==> src/rtl/updown_counter_p_if.sv <==
// Control/status bundle for updown_counter_p.
//   master : game FSM side; drives onoff, pm, clr, load, load_val and
//            observes q, tc, at_max, at_min.
//   slave  : counter side; the mirror image.
// WIDTH must match the WIDTH of the counter the bundle is connected to.
interface updown_counter_p_if #(
    parameter int unsigned WIDTH = 10
);
    logic             onoff;
    logic             pm;
    logic             clr;
    logic             load;
    logic [WIDTH-1:0] load_val;
    logic [WIDTH-1:0] q;
    logic             tc;
    logic             at_max;
    logic             at_min;

    modport master (
        output onoff, pm, clr, load, load_val,
        input  q, tc, at_max, at_min
    );

    modport slave (
        input  onoff, pm, clr, load, load_val,
        output q, tc, at_max, at_min
    );
endinterface

==> src/rtl/updown_counter_p.sv <==
// Parametrised up/down counter with prescaler, wrap/saturate mode,
// synchronous clear/load, boundary flags and a terminal-count pulse.
// Used for player coordinates, speed ticks and score.
//
// Ports:
//   clk           system clock, rising edge
//   reset_n       asynchronous active-low reset
//   bus.onoff     count enable; 0 freezes q and the prescaler
//   bus.pm        direction: 1 = up, 0 = down (sampled on the step edge)
//   bus.clr       synchronous clear to RESET_VAL (highest priority)
//   bus.load      synchronous load of load_val, clamped into [MIN,MAX]
//   bus.load_val  value to load
//   bus.q         registered counter value
//   bus.tc        registered one-clock pulse on a step that wrapped/clamped
//   bus.at_max    q == MAX (combinational from q)
//   bus.at_min    q == MIN (combinational from q)
module updown_counter_p #(
    parameter int unsigned WIDTH     = 10,
    parameter int unsigned MIN       = 0,
    parameter int unsigned MAX       = 1023,
    parameter int unsigned STEP      = 1,
    parameter int unsigned DIV       = 1,
    parameter int unsigned WRAP      = 1,
    parameter int unsigned RESET_VAL = MIN
) (
    input  logic                clk,
    input  logic                reset_n,
    updown_counter_p_if.slave   bus
);

    // Elaboration-time parameter legality checks.
    generate
        if (WIDTH < 1 || WIDTH > 31) begin : g_bad_width
            $error("updown_counter_p: WIDTH must be 1..31");
        end
        if (MIN >= MAX || 64'(MAX) > ((64'd1 << WIDTH) - 64'd1)) begin : g_bad_range
            $error("updown_counter_p: need MIN < MAX <= 2**WIDTH-1");
        end
        if (STEP < 1 || STEP > MAX - MIN) begin : g_bad_step
            $error("updown_counter_p: need 1 <= STEP <= MAX-MIN");
        end
        if (DIV < 1) begin : g_bad_div
            $error("updown_counter_p: need DIV >= 1");
        end
        if (WRAP > 1) begin : g_bad_wrap
            $error("updown_counter_p: WRAP must be 0 or 1");
        end
        if (RESET_VAL < MIN || RESET_VAL > MAX) begin : g_bad_reset
            $error("updown_counter_p: need MIN <= RESET_VAL <= MAX");
        end
    endgenerate

    localparam int unsigned PW = (DIV > 1) ? $clog2(DIV) : 1;

    // WIDTH+1-bit forms so step arithmetic never overflows.
    localparam logic [WIDTH:0]   MIN_X    = (WIDTH+1)'(MIN);
    localparam logic [WIDTH:0]   MAX_X    = (WIDTH+1)'(MAX);
    localparam logic [WIDTH:0]   STEP_X   = (WIDTH+1)'(STEP);
    localparam logic [WIDTH:0]   SPAN_X   = (WIDTH+1)'(MAX - MIN + 1);
    localparam logic [WIDTH-1:0] MIN_Q    = WIDTH'(MIN);
    localparam logic [WIDTH-1:0] MAX_Q    = WIDTH'(MAX);
    localparam logic [WIDTH-1:0] RST_Q    = WIDTH'(RESET_VAL);
    localparam logic [PW-1:0]    PRE_LAST = PW'(DIV - 1);

    logic [WIDTH-1:0]        q_r;
    logic [PW-1:0]           pre_r;
    logic                    tc_r;

    logic [WIDTH:0]          up_sum;
    logic signed [WIDTH:0]   dn_diff;
    logic                    up_over;
    logic                    dn_under;
    logic [WIDTH-1:0]        step_q;
    logic                    step_crossed;
    logic [WIDTH:0]          lv_x;
    logic [WIDTH-1:0]        load_q;
    logic                    pre_last;

    // Next value for a step, plus whether it crossed a bound.
    // Down steps use a signed compare so q-STEP below zero is caught.
    // SPAN_X may equal 2**WIDTH (negative as a signed WIDTH+1 value); the
    // wrap add is done modulo 2**(WIDTH+1), so the low WIDTH bits are exact.
    always_comb begin
        up_sum       = {1'b0, q_r} + STEP_X;
        dn_diff      = $signed({1'b0, q_r}) - $signed(STEP_X);
        up_over      = (up_sum > MAX_X);
        dn_under     = (dn_diff < $signed(MIN_X));
        step_q       = q_r;
        step_crossed = 1'b0;
        if (bus.pm) begin
            if (!up_over) begin
                step_q = up_sum[WIDTH-1:0];
            end else begin
                step_crossed = 1'b1;
                step_q       = (WRAP != 0) ? WIDTH'(up_sum - SPAN_X) : MAX_Q;
            end
        end else begin
            if (!dn_under) begin
                step_q = WIDTH'($unsigned(dn_diff));
            end else begin
                step_crossed = 1'b1;
                step_q       = (WRAP != 0) ? WIDTH'($unsigned(dn_diff) + SPAN_X) : MIN_Q;
            end
        end
    end

    // Clamp load_val into [MIN,MAX].
    always_comb begin
        lv_x = {1'b0, bus.load_val};
        if (lv_x < MIN_X) begin
            load_q = MIN_Q;
        end else if (lv_x > MAX_X) begin
            load_q = MAX_Q;
        end else begin
            load_q = bus.load_val;
        end
    end

    assign pre_last = (pre_r == PRE_LAST);

    always_ff @(posedge clk or negedge reset_n) begin
        if (!reset_n) begin
            q_r   <= RST_Q;
            pre_r <= '0;
            tc_r  <= 1'b0;
        end else begin
            tc_r <= 1'b0;
            if (bus.clr) begin
                q_r   <= RST_Q;
                pre_r <= '0;
            end else if (bus.load) begin
                q_r   <= load_q;
                pre_r <= '0;
            end else if (bus.onoff) begin
                if (pre_last) begin
                    pre_r <= '0;
                    q_r   <= step_q;
                    tc_r  <= step_crossed;
                end else begin
                    pre_r <= pre_r + PW'(1);
                end
            end
        end
    end

    assign bus.q      = q_r;
    assign bus.tc     = tc_r;
    assign bus.at_max = (q_r == MAX_Q);
    assign bus.at_min = (q_r == MIN_Q);

endmodule

==> src/flat_wrapper.sv <==
// flat-port wrapper written by rule: the top's interface ports become plain ports
module updown_counter_p_flat 
#(
    parameter int unsigned WIDTH     = 10,
    parameter int unsigned MIN       = 0,
    parameter int unsigned MAX       = 1023,
    parameter int unsigned STEP      = 1,
    parameter int unsigned DIV       = 1,
    parameter int unsigned WRAP      = 1,
    parameter int unsigned RESET_VAL = MIN
)
  (clk, reset_n, bus_onoff, bus_pm, bus_clr, bus_load, bus_load_val, bus_q, bus_tc, bus_at_max, bus_at_min);
  updown_counter_p_if #(.WIDTH(WIDTH)) bus_i ();
  input  logic clk;
  input  logic reset_n;
  input wire logic [$bits(bus_i.onoff)-1:0] bus_onoff;
  input wire logic [$bits(bus_i.pm)-1:0] bus_pm;
  input wire logic [$bits(bus_i.clr)-1:0] bus_clr;
  input wire logic [$bits(bus_i.load)-1:0] bus_load;
  input wire logic [$bits(bus_i.load_val)-1:0] bus_load_val;
  output wire logic [$bits(bus_i.q)-1:0] bus_q;
  output wire logic [$bits(bus_i.tc)-1:0] bus_tc;
  output wire logic [$bits(bus_i.at_max)-1:0] bus_at_max;
  output wire logic [$bits(bus_i.at_min)-1:0] bus_at_min;
  assign bus_i.onoff = bus_onoff;
  assign bus_i.pm = bus_pm;
  assign bus_i.clr = bus_clr;
  assign bus_i.load = bus_load;
  assign bus_i.load_val = bus_load_val;
  assign bus_q = bus_i.q;
  assign bus_tc = bus_i.tc;
  assign bus_at_max = bus_i.at_max;
  assign bus_at_min = bus_i.at_min;
  updown_counter_p #(.WIDTH(WIDTH), .MIN(MIN), .MAX(MAX), .STEP(STEP), .DIV(DIV), .WRAP(WRAP), .RESET_VAL(RESET_VAL)) u_core (.clk(clk), .reset_n(reset_n), .bus(bus_i));
endmodule
==> config.mk <==
export PLATFORM = sky130hd
export DESIGN_NAME = updown_counter_p_flat
export DESIGN_NICKNAME = d
export VERILOG_FILES = /design/src/rtl/updown_counter_p_if.sv /design/src/rtl/updown_counter_p.sv /design/src/flat_wrapper.sv
export SDC_FILE = /design/constraint.sdc
export NUM_CORES = 1
export LEC_CHECK = 0
export BUFFER_PORTS_ARGS = -buffer_cell sky130_fd_sc_hd__buf_4
export CAP_MARGIN = 20
export CELL_PAD_IN_SITES_DETAIL_PLACEMENT = 2
export CELL_PAD_IN_SITES_GLOBAL_PLACEMENT = 2
export CORE_ASPECT_RATIO = 1.5
export CORE_MARGIN = 2
export CORE_UTILIZATION = 31
export CTS_CLUSTER_DIAMETER = 120
export DETAILED_ROUTE_END_ITERATION = 10
export GPL_ROUTABILITY_DRIVEN = 1
export PLACE_DENSITY = 0.86
export SLEW_MARGIN = 20
export SYNTH_ARGS = -nofsm -noshare
export SYNTH_HDL_FRONTEND = slang
export SYNTH_SLANG_ARGS = --single-unit
==> constraint.sdc <==
create_clock -name clk -period 4.7 [get_ports clk]
set_clock_uncertainty 0.15 [all_clocks]
set_input_delay 0.705 -clock clk [delete_from_list [all_inputs] [get_ports clk]]
set_output_delay 0.705 -clock clk [all_outputs]
set_load 0.02 [all_outputs]
==> results of run 1 <==
==> final timing paths <==
path / from / endpoint / slack [ns] / cells after the start
worst max-delay path: u_core.bus.q[2] / bus_at_min / 2.02 / 3
max in group asynchronous: reset_n / u_core.bus.q[6] / 4.11 / 1
worst min-delay path: reset_n / u_core.bus.tc / 0.13 / 1
worst min register to register: u_core.bus.q[9] / u_core.bus.q[9] / 0.53 / 2
min in group clk: u_core.bus.q[9] / u_core.bus.q[9] / 0.53 / 2
worst max register to register: u_core.bus.q[2] / u_core.bus.tc / 2.39 / 5
==> worst reg2reg max path, cell delays in order (launching register included) <==
cell and delay, ns:
dfrtp_1 0.53, and3_1 0.24, nand4_1 0.22, or3_1 0.48, a2111oi_2 0.40, o221a_1 0.23
==> metrics by stage <==
stage	power (µW)	util	hold WS (ns)	setup WS, ns
2_1_floorplan	177	-	0.259	2.40
3_3_place_gp	212	0.391	0.404	2.39
3_5_place_dp	217	0.391	0.408	2.28
4_1_cts	322	0.406	0.140	2.01
5_1_grt	337	0.406	0.144	1.93
6_report	318	0.406	0.135	2.02
==> registers in the layout (all words and copies together), names as in the netlist <==
signal	count
u_core.bus.q	10
u_core.bus.tc	1
==> layer usage <==
metal,part of all wire,wire [µm],track usage,vias to the layer above
met4,0.018,63,0.0871,0
met1,0.39,1410,0.241,545
met2,0.55,1980,0.400,22
li1,-,-,-,521
met3,0.033,118,0.0321,7
met5,0,0,0,-
==> power by group <==
group	internal (µW)	total (µW)	leakage, µW	switching [µW]
logic	42.0	95.2	0.000366	53.2
clock network	60.0	102	0.0000228	42.3
registers	101	120	0.000144	18.6
==> cells by family after synthesis <==
| kind of cell | after synthesis |
|---|---|
| flip-flops | 11 |
| multiplexers | 2 |
| AND/OR/NAND/NOR | 57 |
| buffers and inverters | 15 |
| adder cells (fa/ha/maj) | 4 |
| AO/OA/AOI/OAI | 34 |
| XOR/XNOR | 9 |
==> layout make-up <==
| type | instances | area share |
|---|---|---|
| clock buffers | 4 | 0.0352 |
| inverters | 3 | 0.00879 |
| multi-input cells | 106 | 0.538 |
| flip-flops and latches | 11 | 0.215 |
| well taps | 40 | 0.0391 |
| repair buffers | 28 | 0.164 |
==> cell usage after synthesis, types with 2 or more instances <==
library cell / number / area share
a21oi_1: 3 / 0.015
or3_1: 2 / 0.012
nor4_1: 2 / 0.012
inv_1: 3 / 0.011
nand3_1: 5 / 0.024
nor2b_1: 2 / 0.012
and4_1: 2 / 0.017
a211oi_1: 6 / 0.044
nand3b_1: 2 / 0.015
o21ai_0: 11 / 0.054
nand2_1: 14 / 0.051
clkbuf_1: 10 / 0.037
ha_1: 4 / 0.049
and3_1: 3 / 0.018
xor2_1: 5 / 0.043
nand4_1: 3 / 0.018
a211o_1: 2 / 0.017
dfrtp_1: 11 / 0.27
xnor2_1: 4 / 0.034
nor2_1: 11 / 0.040
nand2b_1: 2 / 0.012
nor3_1: 5 / 0.024
==> impl_metrics.yaml, run 1 <==
run_status:
  status: "completed"
global_routing:
  grt_pass1_wl_um: 6070
  antenna_found_initial: 0
  grt_max_degree: 18
  grt_pass1_vias: 1230
  gr-total-overflow: 0
  grt_util_all_layers: 0.215
final_layout:
  final_area_um2: 1280
  multiInputGateArea_um2: 689
  drive_gt1_frac: 0.230
  seq_area_um2: 275
  fillers: 377
  layout_common_cells: "buf_4 (28), nand2_1 (14), nor2_1 (11), o21ai_0 (11), dfrtp_1 (11)"
  layout_commonest_cell: "buf_4"
  antenna_cells: 0
  nets: 173
  finalNonFillerCells: 192
  syn_to_final_growth_pct: 24.9
critical_path:
  cp_max_fo: 10
  crit_type: "flop to primary output"
  setup.worst_path.start_class: "flop"
  path_buf_inv: 1
  arrival_ns: 1.82
  end_kind: "primary output"
  crit_slowest_cell: "nor4_2"
  critical-path-max-stage-delay_ns: 0.68
  required_ns: 3.85
  critical-path-top-delay-family: "simple AND/OR/NAND/NOR gates"
  cp_cell_sequence: "nor4_2 -> and3_1 -> buf_4"
floorplan:
  io_pins: 29
  initial_core_util: 0.325
  die_w_um: 51.0
  die_area_um2: 3800
  fp.dieH_um: 74.5
  rows: 25
  coreArea_um2: 3160
route:
  drtIter0Drc: 13
  ant_nets: 0
  first_pass_iters: 3
  drt-total-wl_um: 3570
  viasPerCell: 5.70
  drc: 0
  wl_per_cell_um: 18.6
  num_vias: 1095
clock_tree:
  postCtsSetupBuffers: 0
  path_clk_slew_ns: 0.06
  cts_repair_resize_count: 0
  cts_buffer_depth: 2
  clk_latency_ns: 0.25
  cts_root_buf: "clkbuf_8"
  cts_buffers: 3
  cts_hold_buffers: 0
  cts_tree: "yes"
  htreeDepth: 1
  cts_sinks: 11
power_and_ir_drop:
  power_density_nw_per_um2: 248
  p_leak_uw: 0.000534
  ir_drop_uv: 156
sta:
  hold_viol_final: 0
  max_slew_margin: 0.542
  fmax_mhz: 374
  slew_viol_final: 0
  worst_pin_slew_ns: 0.682
  tns_ns: 0
  rsz0062_at_grt: "no"
  post-route-min-period_ns: 2.68
  timing.final.crit_share: 0.569
  setup_viol_count_final: 0
logic_synthesis:
  ys_seq_area_frac: 0.268
  postSynthAreaPerCell_um2: 7.77
  yosys_warnings: 0
  synth_nets: 152
  syn_inst: 132
  synth_fa_ha_area_frac: 0.0488
  muxShareOfSynthArea: 0.0207
  synth_area_um2: 1030
  yosys.cell_types.count: 42
  synth_compound_area_frac: 0.233
  synth_edf_count: 0
  synth_seq_cells: 11
  synth_top_family_by_area: "simple AND/OR/NAND/NOR gates"
  synth-xor-area-share: 0.0768
  yosys.area_share.simple: 0.293
  synth_flop_cell: "dfrtp_1"
  synthArstFlopShare: 1.00
placed_design:
  placed_area_um2: 1240
  hpwl_um: 2710
  placed_cells: 188
  io_buffers: 28
  place_congestion: 0.773
worst_hold_path:
  hold_path.class: "input port to asynchronous set/reset pin"
job:
  cap_violations: 0
Note: power is estimated with default switching activity, not from simulation.
==> run 2: changes to the inputs <==
--- a/config.mk
+++ b/config.mk
@@ -11,11 +11,11 @@
 export CELL_PAD_IN_SITES_GLOBAL_PLACEMENT = 2
 export CORE_ASPECT_RATIO = 1.5
 export CORE_MARGIN = 2
-export CORE_UTILIZATION = 31
+export CORE_UTILIZATION = 26
 export CTS_CLUSTER_DIAMETER = 120
 export DETAILED_ROUTE_END_ITERATION = 10
 export GPL_ROUTABILITY_DRIVEN = 1
-export PLACE_DENSITY = 0.86
+export PLACE_DENSITY = 0.77
 export SLEW_MARGIN = 20
 export SYNTH_ARGS = -nofsm -noshare
 export SYNTH_HDL_FRONTEND = slang
==> constraint.sdc (replaced) <==
create_clock -name clk -period 2.3 [get_ports clk]
set_clock_uncertainty 0.15 [all_clocks]
set_input_delay 0.345 -clock clk [delete_from_list [all_inputs] [get_ports clk]]
set_output_delay 0.345 -clock clk [all_outputs]
set_load 0.02 [all_outputs]
==> run 2 against run 1 <==
Compared with the run above:
- utilization down 5.5 points
- power is 110% higher
- non-clock buffer count up 8
- sequential share of layout area is 1.0 points lower
- critical endpoint is now bus_at_max
- highest routed layer unchanged
==> impl_metrics.yaml, run 2 (synthesis gave the netlist of run 1 again) <==
critical_path:
  required_ns: 1.80
  reg2reg_slack_ns: 0.16
  crit_slowest_cell: "dfrtp_1"
  path_buf_inv: 2
  cp_max_fo: 9
  arrival_ns: 1.69
  path_common_cell: "buf_4"
  cp_cell_sequence: "ha_1 -> buf_4 -> nand3_1 -> nor2_1 -> buf_4"
  r2r_cells: 5
  end_kind: "primary output"
  r2r-end: "u_core.bus.tc"
  setup.worst_path.start_class: "flop"
  crit_type: "flop to primary output"
  reg2reg_from: "u_core.bus.q[4]"
  critical-path-top-delay-family: "flip-flops"
  critical-path-max-stage-delay_ns: 0.54
route:
  viasPerCell: 5.55
  num_vias: 1137
  ant_nets: 0
  first_pass_iters: 4
  drt-total-wl_um: 3820
  drtIter0Drc: 16
  drc: 0
  wl_per_cell_um: 18.6
sta:
  worst_pin_slew_ns: 0.419
  tns_ns: 0
  hold_viol_final: 0
  timing.final.crit_share: 0.948
  post-route-min-period_ns: 2.18
  max_slew_margin: 0.720
  slew_viol_final: 0
  setup_viol_count_final: 0
  rsz0062_at_grt: "no"
  fmax_mhz: 458
final_layout:
  fillers: 472
  syn_to_final_growth_pct: 31.7
  final_area_um2: 1350
  largest_reg_flops: 10
  layout_commonest_cell: "buf_4"
  layout_common_cells: "buf_4 (35), nand2_1 (14), nor2_1 (11), o21ai_0 (11), dfrtp_1 (10)"
  drive_gt1_frac: 0.269
  nets: 181
  antenna_cells: 0
global_routing:
  grt_pass1_wl_um: 6440
  antenna_found_initial: 0
  grt_pass1_vias: 1261
  grt_util_all_layers: 0.184
  gr-total-overflow: 0
  grt_max_degree: 18
placed_design:
  io_buffers: 28
  placed_area_um2: 1290
  place_congestion: 0.810
  hpwl_um: 2920
clock_tree:
  cts_root_buf: "clkbuf_8"
  cts_sinks: 11
  cts_buffer_depth: 2
  htreeDepth: 1
  cts_buffers: 3
  path_clk_slew_ns: 0.05
  cts_tree: "yes"
  postCtsSetupBuffers: 0
  clk_latency_ns: 0.25
power_and_ir_drop:
  ir_drop_uv: 272
  p_leak_uw: 0.000573
  power_density_nw_per_um2: 495
worst_hold_path:
  hold_path.class: "input port to flop"
  hold_end: "u_core.bus.q[0]"
  min_path_cells: 3
  hp-start: "bus_load_val[0]"
floorplan:
  coreArea_um2: 3850
  die_w_um: 55.3
  die_area_um2: 4470
  io_pins: 29
  rows: 28
  initial_core_util: 0.266
  fp.dieH_um: 80.9
run_status:
  status: "completed"
job:
  cap_violations: 0
## run 2: worst max path at each step
stage / startpoint / endpoint / slack, ns / cells after the start
floorplan: u_core.bus.q[3] / u_core.bus.tc / 0.16 / 6
global placement: u_core.bus.q[4] / u_core.bus.tc / 0.37 / 5
detailed placement: u_core.bus.q[4] / u_core.bus.tc / 0.22 / 5
CTS: u_core.bus.q[1] / bus_at_max / 0.08 / 5
global route: u_core.bus.q[4] / u_core.bus.tc / 0.003 / 5
finish: u_core.bus.q[0] / bus_at_max / 0.12 / 5
## run 2: routing by layer
layer  vias to the layer above  GRT usage  part of all wire  wire length, µm
li1                        536          -                 -                -
met3                         9     0.0255             0.030              113
met4                         0     0.0951             0.032              123
met2                        26      0.356              0.56             2130
met1                       566      0.191              0.38             1460
met5                         -          0                 0                0
## run 2: what timing repair did
action / CTS / global route
gates resized for setup: 0 / 1
endpoints found under the setup margin: 0 / 1
hold endpoints to repair: 11 / 0
hold buffers: 1 / 0
## run 2: final cells by class
type                            count  area, µm²  area share
Inverter                            3       11.3     0.00833
Timing Repair Buffer               36        273       0.202
Sequential cell                    11        277       0.205
Multi-Input combinational cell    106        689       0.510
Tap cell                           45       56.3      0.0417
Clock buffer                        4       45.0      0.0333
## run 2: power breakdown
part | total [µW] | internal [µW] | switching (µW)
combinational | 224 | 99.5 | 125
sequential | 236 | 208 | 28.4
clock | 208 | 123 | 85.3
## run 2: tightest hold or removal path: stages
cell     delay (ns)
buf_4          0.11
nand2_1        0.05
a21oi_1        0.05
## run 2: metrics by stage
step / utilization / instances / hold slack [ns] / worst slack, ns / power (µW)
2_1_floorplan: - / 132 / -0.101 / 0.156 / 361
3_5_place_dp: 0.336 / 200 / 0.0484 / 0.222 / 462
5_1_grt: 0.351 / 205 / 0.205 / 0.00278 / 706
6_report: 0.351 / 205 / 0.201 / 0.119 / 669
4_1_cts: 0.350 / 205 / 0.205 / 0.0838 / 673
3_3_place_gp: 0.336 / 200 / 0.0431 / 0.368 / 450
==> run 3: changes to the inputs <==
--- a/config.mk
+++ b/config.mk
@@ -9,7 +9,7 @@
 export CAP_MARGIN = 20
 export CELL_PAD_IN_SITES_DETAIL_PLACEMENT = 2
 export CELL_PAD_IN_SITES_GLOBAL_PLACEMENT = 2
-export CORE_ASPECT_RATIO = 1.5
+export CORE_ASPECT_RATIO = 1.1
 export CORE_MARGIN = 2
 export CORE_UTILIZATION = 26
 export CTS_CLUSTER_DIAMETER = 120
==> run 3 against run 2 <==
Compared with the run above:
- non-clock buffer count stayed put
- critical path depth stayed put
- worst setup slack better by 0.036 ns
- first-iteration DRC count is 94% higher
- highest routed layer unchanged
- sequential cell count stayed put
- critical path type is now flop to flop
==> impl_metrics.yaml, run 3 (synthesis gave the netlist of run 1 again) <==
run_status:
  status: "completed"
clock_tree:
  cts_sinks: 11
  cts_root_buf: "clkbuf_8"
  cts_buffers: 3
  path_clk_slew_ns: 0.06
  htreeDepth: 1
  clk_latency_ns: 0.25
  cts_buffer_depth: 2
  cts_tree: "yes"
floorplan:
  die_area_um2: 4470
  die_w_um: 63.9
  coreArea_um2: 3710
  fp.dieH_um: 69.9
  rows: 23
  io_pins: 29
  initial_core_util: 0.276
final_layout:
  largest_reg_flops: 10
  antenna_cells: 0
  post-route-util: 0.366
  drive_gt1_frac: 0.269
  seq_area_um2: 275
  syn_to_final_growth_pct: 32.4
  layout_common_cells: "buf_4 (35), nand2_1 (14), nor2_1 (11), o21ai_0 (11), dfrtp_1 (11)"
  multiInputGateArea_um2: 692
  fillers: 429
  nets: 181
  layout_commonest_cell: "buf_4"
sta:
  slew_viol_final: 0
  tns_ns: 0
  fmax_mhz: 466
  timing.final.crit_share: 0.933
  hold_viol_final: 0
  post-route-min-period_ns: 2.15
  worst_pin_slew_ns: 0.433
  holdWs_ns: 0.215
  rsz0062_at_grt: "no"
  setup_viol_count_final: 0
  max_slew_margin: 0.709
power_and_ir_drop:
  p_leak_uw: 0.000569
  power_density_nw_per_um2: 493
  ir_drop_uv: 189
critical_path:
  crit_slowest_cell: "dfrtp_1"
  r2r_cells: 5
  setup.worst_path.start_class: "flop"
  critical-path-max-stage-delay_ns: 0.54
  end_kind: "flop"
  cp_max_fo: 10
  required_ns: 2.34
  critical-path-top-delay-family: "simple AND/OR/NAND/NOR gates"
  arrival_ns: 2.18
  cp_num_cells: 5
  crit_type: "flop to flop"
  cp_cell_sequence: "and3_1 -> nand4_1 -> or3_1 -> a2111oi_2 -> o221a_1"
  path_buf_inv: 0
  reg2reg_slack_ns: 0.15
route:
  drc: 0
  wl_per_cell_um: 18.7
  num_vias: 1137
  viasPerCell: 5.41
  drtIter0Drc: 31
  ant_nets: 0
  first_pass_iters: 4
  drt-total-wl_um: 3920
global_routing:
  gr-total-overflow: 0
  grt_pass1_vias: 1252
  antenna_found_initial: 0
  grt_pass1_wl_um: 6560
  grt_max_degree: 18
  grt_util_all_layers: 0.190
placed_design:
  place_congestion: 0.822
  hpwl_um: 2940
  io_buffers: 28
worst_hold_path:
  hold_path.class: "input port to flop"
  min_path_cells: 3
job:
  cap_violations: 0
-- run 3: path summary, 6_finish.rpt --
kind,from,end
min in group asynchronous,reset_n,u_core.bus.q[2]
max in group asynchronous,reset_n,u_core.bus.q[5]
worst min-delay path,bus_load_val[1],u_core.bus.q[1]
worst min register to register,u_core.bus.q[9],u_core.bus.q[9]
worst max-delay path,u_core.bus.q[2],u_core.bus.tc
worst max register to register,u_core.bus.q[2],u_core.bus.tc
-- run 3: report_power, final --
part	internal [µW]	total, µW	switching (µW)
sequential	207	242	34.4
combinational	97.0	215	118
clock	123	213	90.6
total	427	670	243
-- run 3: cell type report --
| cell class | instances | share of cell area |
|---|---|---|
| Clock buffer | 4 | 0.0331 |
| Timing Repair Buffer | 36 | 0.201 |
| Inverter | 3 | 0.00829 |
| Multi-Input combinational cell | 106 | 0.509 |
| Tap cell | 50 | 0.0460 |
| Sequential cell | 11 | 0.203 |
-- run 3: timing repair --
| item | 4_1_cts | 5_1_grt |
|---|---|---|
| setup buffers | 0 | 0 |
| resized for setup | 0 | 1 |
| setup endpoints to repair | 0 | 1 |
| hold buffers | 1 | 0 |
| endpoints found under the hold margin | 11 | 0 |
-- run 3: per-stage QoR --
step	area [µm²]	cells	power, µW	setup slack, ns
finish	1360	210	670	0.155
global route	1360	210	710	0.00248
CTS	1360	210	677	0.109
detailed placement	1300	205	460	0.168
global placement	1300	205	448	0.260
floorplan	1030	132	361	0.156
-- run 3: worst reg2reg max path, stage by stage (launching register included) --
cell       delay [ns]
dfrtp_1          0.54
and3_1           0.25
nand4_1          0.12
or3_1            0.41
a2111oi_2        0.38
o221a_1          0.24
-- run 3: metal layers --
metal  track usage  vias to the layer above  wire, µm
met2         0.329                       24      2030
li1              -                      538         -
met4        0.0966                        0        81
met3        0.0129                        7        97
met5             0                        -         0
met1         0.234                      568      1720
